<file path="src/rtl/lcd_write_arbiter_pkg.sv">
// lcd_write_arbiter_pkg: shared state encoding and LCD field widths for the write arbiter.
package lcd_write_arbiter_pkg;
    typedef enum logic [1:0] {IDLE, ISSUE, WAIT, DONE_GAP} state_e;
    localparam int ROW_W  = 2;
    localparam int COL_W  = 4;
    localparam int CHAR_W = 8;
endpackage

</file>
<file path="src/rtl/lcd_write_arbiter_rr_pick.sv">
// rr_pick: combinational round-robin selector, first valid index after last_i (mod N).
module rr_pick #(
    parameter int N = 2
) (
    input  logic [N-1:0] valid_i,
    input  logic [1:0]   last_i,
    output logic         found_o,
    output logic [1:0]   idx_o
);
    logic [N-1:0] sh;
    always_comb begin
        found_o = 1'b0;
        idx_o   = '0;
        sh      = '0;
        // Scan farthest-first so the nearest candidate overwrites last.
        for (int k = N; k >= 1; k--) begin
            sh = valid_i >> ((int'(last_i) + k) % N);
            if (sh[0]) begin
                found_o = 1'b1;
                idx_o   = 2'((int'(last_i) + k) % N);
            end
        end
    end
endmodule

</file>
<file path="src/rtl/lcd_write_arbiter.sv">
// lcd_write_arbiter: round-robin sharing of the LCD character-write port with burst hold
// and a done-watchdog that abandons writes the controller never completes.
module lcd_write_arbiter
    import lcd_write_arbiter_pkg::*;
#(
    parameter int NUM_REQ             = 2,
    parameter int CLK_HZ              = 100_000_000,
    parameter int DONE_TIMEOUT_CYCLES = CLK_HZ / 100
) (
    input  logic                  clk,
    input  logic                  rst_n,
    input  logic [NUM_REQ-1:0]    rq_valid,
    input  logic [NUM_REQ-1:0]    rq_hold,
    input  logic [2*NUM_REQ-1:0]  rq_row,
    input  logic [4*NUM_REQ-1:0]  rq_col,
    input  logic [8*NUM_REQ-1:0]  rq_char,
    output logic [NUM_REQ-1:0]    rq_ack,
    output logic [NUM_REQ-1:0]    rq_done,
    output logic                  rq_err,
    output logic                  lcd_req,
    output logic [ROW_W-1:0]      lcd_row,
    output logic [COL_W-1:0]      lcd_col,
    output logic [CHAR_W-1:0]     lcd_char,
    input  logic                  lcd_busy,
    input  logic                  lcd_done,
    output logic [1:0]            owner
);
    state_e              state_q, state_d;
    logic [1:0]          last_q, last_d, owner_q, owner_d, win, pick_idx;
    logic                lock_q, lock_d, pick_found, lock_hit, hold_own, timeout;
    logic [31:0]         wd_q, wd_d;
    logic [NUM_REQ-1:0]  ack_q, ack_d, own_oh, win_oh;
    logic [ROW_W-1:0]    row_q, row_d;
    logic [COL_W-1:0]    col_q, col_d;
    logic [CHAR_W-1:0]   char_q, char_d;

    rr_pick #(.N(NUM_REQ)) u_pick (
        .valid_i (rq_valid),
        .last_i  (last_q),
        .found_o (pick_found),
        .idx_o   (pick_idx)
    );

    assign own_oh   = NUM_REQ'(1) << owner_q;
    assign lock_hit = lock_q & |(rq_valid & (NUM_REQ'(1) << last_q));
    assign win      = lock_hit ? last_q : pick_idx;
    assign win_oh   = NUM_REQ'(1) << win;
    assign hold_own = |(rq_hold & own_oh);
    assign timeout  = wd_q == 32'(DONE_TIMEOUT_CYCLES - 1);

    always_comb begin
        state_d = state_q;
        last_d  = last_q;
        owner_d = owner_q;
        lock_d  = lock_q;
        wd_d    = wd_q;
        ack_d   = '0;
        row_d   = row_q;
        col_d   = col_q;
        char_d  = char_q;
        lcd_req = 1'b0;
        rq_done = '0;
        rq_err  = 1'b0;
        case (state_q)
            IDLE: if (!lcd_busy && pick_found) begin
                lock_d  = lock_hit;
                owner_d = win;
                ack_d   = win_oh;
                row_d   = ROW_W'(rq_row >> (ROW_W * win));
                col_d   = COL_W'(rq_col >> (COL_W * win));
                char_d  = CHAR_W'(rq_char >> (CHAR_W * win));
                state_d = ISSUE;
            end
            ISSUE: begin
                lcd_req = 1'b1;
                wd_d    = '0;
                state_d = WAIT;
            end
            WAIT: begin
                wd_d = wd_q + 32'd1;
                // A real completion beats a coinciding timeout.
                if (lcd_done || timeout) begin
                    rq_done = own_oh;
                    rq_err  = !lcd_done;
                    last_d  = owner_q;
                    lock_d  = lcd_done & hold_own;
                    state_d = DONE_GAP;
                end
            end
            default: state_d = IDLE;
        endcase
    end

    always_ff @(posedge clk or negedge rst_n) begin
        if (!rst_n) begin
            state_q <= IDLE;
            last_q  <= 2'(NUM_REQ - 1);
            owner_q <= '0;
            lock_q  <= 1'b0;
            wd_q    <= '0;
            ack_q   <= '0;
            row_q   <= '0;
            col_q   <= '0;
            char_q  <= '0;
        end else begin
            state_q <= state_d;
            last_q  <= last_d;
            owner_q <= owner_d;
            lock_q  <= lock_d;
            wd_q    <= wd_d;
            ack_q   <= ack_d;
            row_q   <= row_d;
            col_q   <= col_d;
            char_q  <= char_d;
        end
    end

    assign rq_ack   = ack_q;
    assign owner    = owner_q;
    assign lcd_row  = row_q;
    assign lcd_col  = col_q;
    assign lcd_char = char_q;
endmodule

</file>
<file path="config.mk">
export PLATFORM = sky130hd
export DESIGN_NAME = lcd_write_arbiter
export DESIGN_NICKNAME = d
export VERILOG_FILES = /design/src/rtl/lcd_write_arbiter_pkg.sv /design/src/rtl/lcd_write_arbiter_rr_pick.sv /design/src/rtl/lcd_write_arbiter.sv
export SDC_FILE = /design/constraint.sdc
export NUM_CORES = 1
export LEC_CHECK = 0
export CELL_PAD_IN_SITES_DETAIL_PLACEMENT = 0
export CELL_PAD_IN_SITES_GLOBAL_PLACEMENT = 2
export CORE_ASPECT_RATIO = 0.8
export CORE_MARGIN = 2
export CORE_UTILIZATION = 34
export DETAILED_ROUTE_END_ITERATION = 10
export PLACE_DENSITY_LB_ADDON = 0.08
export SKIP_LAST_GASP = 1
export SYNTH_ARGS = -nofsm -noshare
export SYNTH_HDL_FRONTEND = slang
export SYNTH_SLANG_ARGS = --single-unit
</file>
<file path="constraint.sdc">
create_clock -name clk -period 4.3 [get_ports clk]
set_input_delay 0.645 -clock clk [delete_from_list [all_inputs] [get_ports clk]]
set_output_delay 0.645 -clock clk [all_outputs]
set_load 0.05 [all_outputs]
</file>
Yosys cells after proc, flatten, opt, wreduce, memory -nomap -nowiden
Cells that the tools add are included.
W data, S select, Z words.
{"block": "word_totals", "out_inout_bits": 22, "ram_bits": 0, "latchBits": 0, "regBits": 55, "mem_bits_ro": 0, "word_cells": 63, "n_memories": 0}
{"block": "classes", "multipliers": 0, "div_mod_pow": 0, "n_shift": 8, "add_sub_neg": 3, "bitwise": 6, "magnitude_cmp": 0, "n_mux": 19, "reduce_logical": 13, "eq_ne": 5}
{"cell": "$pmux W32 S2", "count": 1}
{"cell": "$shr A2 B32 Y1", "count": 2}
{"cell": "$add A32 B1 Y32 const B", "count": 1}
{"cell": "$eq A32 B20 Y1 const B", "count": 1}
{"cell": "$mux W2", "count": 9}
{"cell": "$shr A16 B5 Y8", "count": 1}
{"cell": "$shr A8 B4 Y4", "count": 1}
{"cell": "$mux W1", "count": 7}
{"cell": "$pmux W2 S3", "count": 1}
{"cell": "$reduce_and A2 Y1", "count": 3}
{"cell": "$shl A1 B2 Y2 const A", "count": 3}
{"cell": "$and A2 B2 Y2", "count": 2}
{"cell": "$ne A2 B2 Y1 const B", "count": 2}
{"cell": "$reduce_bool A2 Y1", "count": 2}
{"cell": "$reduce_or A2 Y1", "count": 2}
{"cell": "$shr A4 B3 Y2", "count": 1}
{"cell": "$reduce_and A3 Y1", "count": 1}
{"cell": "$add A1 B1 Y1 const B", "count": 2}
{"cell": "$and A1 B1 Y1", "count": 2}
{"cell": "$and A1 B1 Y1 const A", "count": 2}
{"cell": "$eq A2 B1 Y1 const B", "count": 1}
{"cell": "$eq A2 B2 Y1 const B", "count": 1}
{"cell": "$logic_not A1 Y1", "count": 2}
{"cell": "$logic_not A2 Y1", "count": 1}
{"cell": "3 further kinds", "count": 3}

Logic depth before layout (Yosys ltp)
Gate-level depths: netlist (run 1).
{"block": "logic_depth", "depth_word": 9, "ltp_mapped": 7, "depth_no_buf": 7}

By module
From an unflattened synthesis (run 1), not the netlist that was laid out.
{"block": "hier_totals", "cells_unflattened": 294, "hier_area_um2": 2874.0}
{"module": "lcd_write_arbiter", "seq_area_each_um2": 1377.6, "instances": 1, "cells_each": 290, "area_per_inst_um2": 2849.0}
{"module": "rr_pick", "seq_area_each_um2": 0.0, "instances": 1, "cells_each": 4, "area_per_inst_um2": 25.0}

Worst setup path after synthesis (run 1)
Ideal clock, no wire load.
{"block": "synth_timing", "kind": "flip-flop to output port", "startpoint": "reg wd_q[20]", "endpoint": "out rq_done[0]", "t_arrival_ns": 2.448, "required_time_ns": 3.655, "path_buffers": 0, "slack_ns": 1.207, "stages_incl_launch_ff": 6, "path_cell_list": "dfrtp_1 > or4b_1 > or4_4 > nor4_4 > o21ai_0 > nor2_1"}
{"block": "synth_via", "elab_chain_len": 4}
{"item": "from (decl)", "line": "lcd_write_arbiter.sv:31", "rtl": "logic [31:0] wd_q, wd_d;"}
{"item": "from (signal assigned)", "line": "lcd_write_arbiter.sv:110", "rtl": "wd_q <= wd_d;"}
{"item": "$eq A32 B20 Y1", "line": "lcd_write_arbiter.sv:49", "rtl": "assign timeout = wd_q == 32'(DONE_TIMEOUT_CYCLES - 1);"}
{"item": "$logic_or A1 B1 Y1", "line": "lcd_write_arbiter.sv:82", "rtl": "if (lcd_done || timeout) begin"}
{"item": "$mux W2", "line": "lcd_write_arbiter.sv:82"}
{"item": "$mux W2", "line": "lcd_write_arbiter.sv:64", "rtl": "case (state_q)"}
{"item": "to (decl)", "line": "lcd_write_arbiter.sv:18", "rtl": "output logic [NUM_REQ-1:0] rq_done,"}
No other way between the ends.

Worst setup path after layout (run 1)
{"block": "layout_timing", "startpoint": "reg wd_q[20]", "endpoint": "out rq_done[1]"}
Same word-level chain as after synthesis.

==> results.cfg, run 1 <==
[run_status]
status = completed

[finish]
final_area_sq_um = 3650
num_antenna_cells = 0
final_common_cell = clkdlybuf4s50_1
postLayoutCoreUtil = 0.455
fin_cells = 462
nNetsFinal = 394
area_growth_pct = 28.0
drive_gt1_frac = 0.0706
final_cell_mix = 56 x clkdlybuf4s50_1, 54 x dfrtp_1, 34 x nor2_1, 30 x nand2_1, 28 x o21ai_0

[global_route]
antenna_found_initial = 0
grt_pass1_vias = 2191
grt_max_degree = 33
grt_pass1_wl_um = 11300
grt_overflow_total = 0
track_usage = 0.157

[synthesis]
avgSynthCellArea_sq_um = 9.66
netlist_area_sq_um = 2850
syn_inst = 295
synth_nets = 336
yosysSeqAreaShare = 0.484
synth_seq_cells = 55
synth_cell_types = 43
yosys_warnings = 0
synth_edf_count = 0
async_flop_share = 1.00
ys.flop_type = dfrtp_1

[cts]
clock_tree.buffer_depth = 2
cts_hold_buf = 0
cts_buffers = 5
cts.sinks = 55
post_cts_buffers = 0
cts_resized = 0
clk_pin_slew_ps = 100
htreeDepth = 2
cts_tree = yes
clkLatencyLatePin_ps = 310
clockRootBuffer = clkbuf_8

[worst_setup_path]
crit_path_max_incr_delay_ps = 810
critPathArrivalTime_ps = 3130
cp_data_required_time_ps = 3650
crit_chain = or4b_1 > or4_4 > nor4_4 > o21ai_0 > nor2_1 > clkdlybuf4s50_1
crit_fanout = 5
cpMaxStageDelayCell = clkdlybuf4s50_1
worst-path-buf-inv = 1
regToRegStartpoint = state_q[0]
critPathLaunchType = flip-flop
cp-end-kind = output port
timing.critical_path.from = wd_q[20]
cp_top_family = simple AND/OR/NAND/NOR gates
reg2regPathDepth = 7
path_depth = 6
worst-setup-path-type = reg -> out

[sta]
rsz0062_at_grt = no
hold_violations = 0
worst_pin_slew_ps = 1040
finalClockSkew_ps = 15.1
setup_violations = 0
setup_tns_ps = 0
slew_violations = 0
slew_headroom = 0.306
fmax_ghz = 0.265
period_share = 0.878
finalCriticalPeriod_ps = 3770

[flow_run]
maxCapViolations = 0

[floorplanning]
coreArea_sq_um = 8020
num_rows = 29
chipWidth_um = 106
boundaryPins = 58
dieHeight_um = 85.9
fp.dieArea_sq_um = 9130
start_util = 0.355

[route]
drc_errors = 0
detail_route.wl_per_cell_um = 14.3
wl_um = 6630
ant_nets = 0
num_vias = 2267
dr.first_iter.drc_count = 115
viasPerCell = 4.91
dr.pass1.iters = 4

[placement]
placed_area_sq_um = 3540
globalplace.congestion = 0.726
dp_hpwl_um = 4840
port_buffers = 57
placed_cells = 454

[min_path]
min_path_type = in -> async

[power_and_ir_drop]
p_leak_nw = 1.59
total_power_mw = 1.92
vdd.ir_drop.worst_mv = 0.312
p_per_area_nw_per_um2 = 528
## state kept, by name, indices dropped and copies added, names as in the netlist
signal,count
wd_q,32
lcd_char,8
lcd_col,4
last_q,2
lcd_row,2
owner,2
rq_ack,2
state_q,2
lock_q,1
## kinds of logic (layout without fill, tap and decap cells)
group / after synthesis / after routing / synth area share
and+or+nand+nor: 125 / 125 / 0.230
DFF: 55 / 55 / 0.484
AOI/OAI and AO/OA: 48 / 48 / 0.0988
muxes: 22 / 22 / 0.0808
buffers and inverters: 22 / 81 / 0.0294
xor gates and xnor gates: 18 / 18 / 0.0553
adders and majority gates: 5 / 5 / 0.0220
## cell type report
class | count | area, sq um
Clock buffer | 7 | 76.3
Clock inverter | 1 | 30.0
Fill cell | 774 | 4370
Inverter | 13 | 48.8
Multi-Input combinational cell | 218 | 1390
Sequential cell | 55 | 1380
Tap cell | 108 | 135
Timing Repair Buffer | 60 | 588
## metal layers
| layer | track usage | part of all wire | wire length [um] |
|---|---|---|---|
| met5 | 0 | 0 | 0 |
| met4 | 0.0467 | 0.012 | 79 |
| met3 | 0.0312 | 0.043 | 284 |
| met2 | 0.221 | 0.42 | 2770 |
| met1 | 0.242 | 0.53 | 3500 |
## worst paths after layout
kind	end	slack, ps
setup / recovery	rq_done[1]	530
hold / removal	wd_q[29]	340
setup reg to reg	wd_q[31]	1490
hold reg to reg	lcd_char[0]	490
max in group asynchronous	last_q[0]	3100
min in group clk	lcd_char[0]	490
## through the flow
stage          setup slack (ps)  hold WS (ps)
2_1_floorplan              1210           349
3_3_place_gp                839           461
3_5_place_dp                817           471
4_1_cts                     464           363
5_1_grt                     366           384
6_report                    525           338
## power breakdown
group          switching (mW)  internal [mW]
Sequential             0.0612          0.614
Combinational           0.603          0.304
Clock                   0.168          0.175
## synthesized netlist by cell type, types with 5 or more instances
cell type  count  area share
nand4_1       13       0.029
o21ai_0       28       0.049
nand2_1       30       0.040
nor4_1         5       0.011
nor2_1        34       0.045
clkbuf_1       8       0.011
mux2i_1       17       0.060
nand3_1       13       0.023
or3_1          7       0.015
xor2_1        15       0.046
inv_1         12       0.016
ha_1           5       0.022
dfrtp_1       54        0.47
a21oi_1        8       0.014
(Power assumes the default switching activity.)
==> run 2, diff against run 1 <==
--- a/config.mk
+++ b/config.mk
@@ -11,6 +11,7 @@
 export CORE_MARGIN = 2
 export CORE_UTILIZATION = 34
 export DETAILED_ROUTE_END_ITERATION = 10
+export HOLD_SLACK_MARGIN = 0.1
 export PLACE_DENSITY_LB_ADDON = 0.08
 export SKIP_LAST_GASP = 1
 export SYNTH_ARGS = -nofsm -noshare
==> results of run 2 <==
Final layout, timing and power as in run 1 (identical DEF).
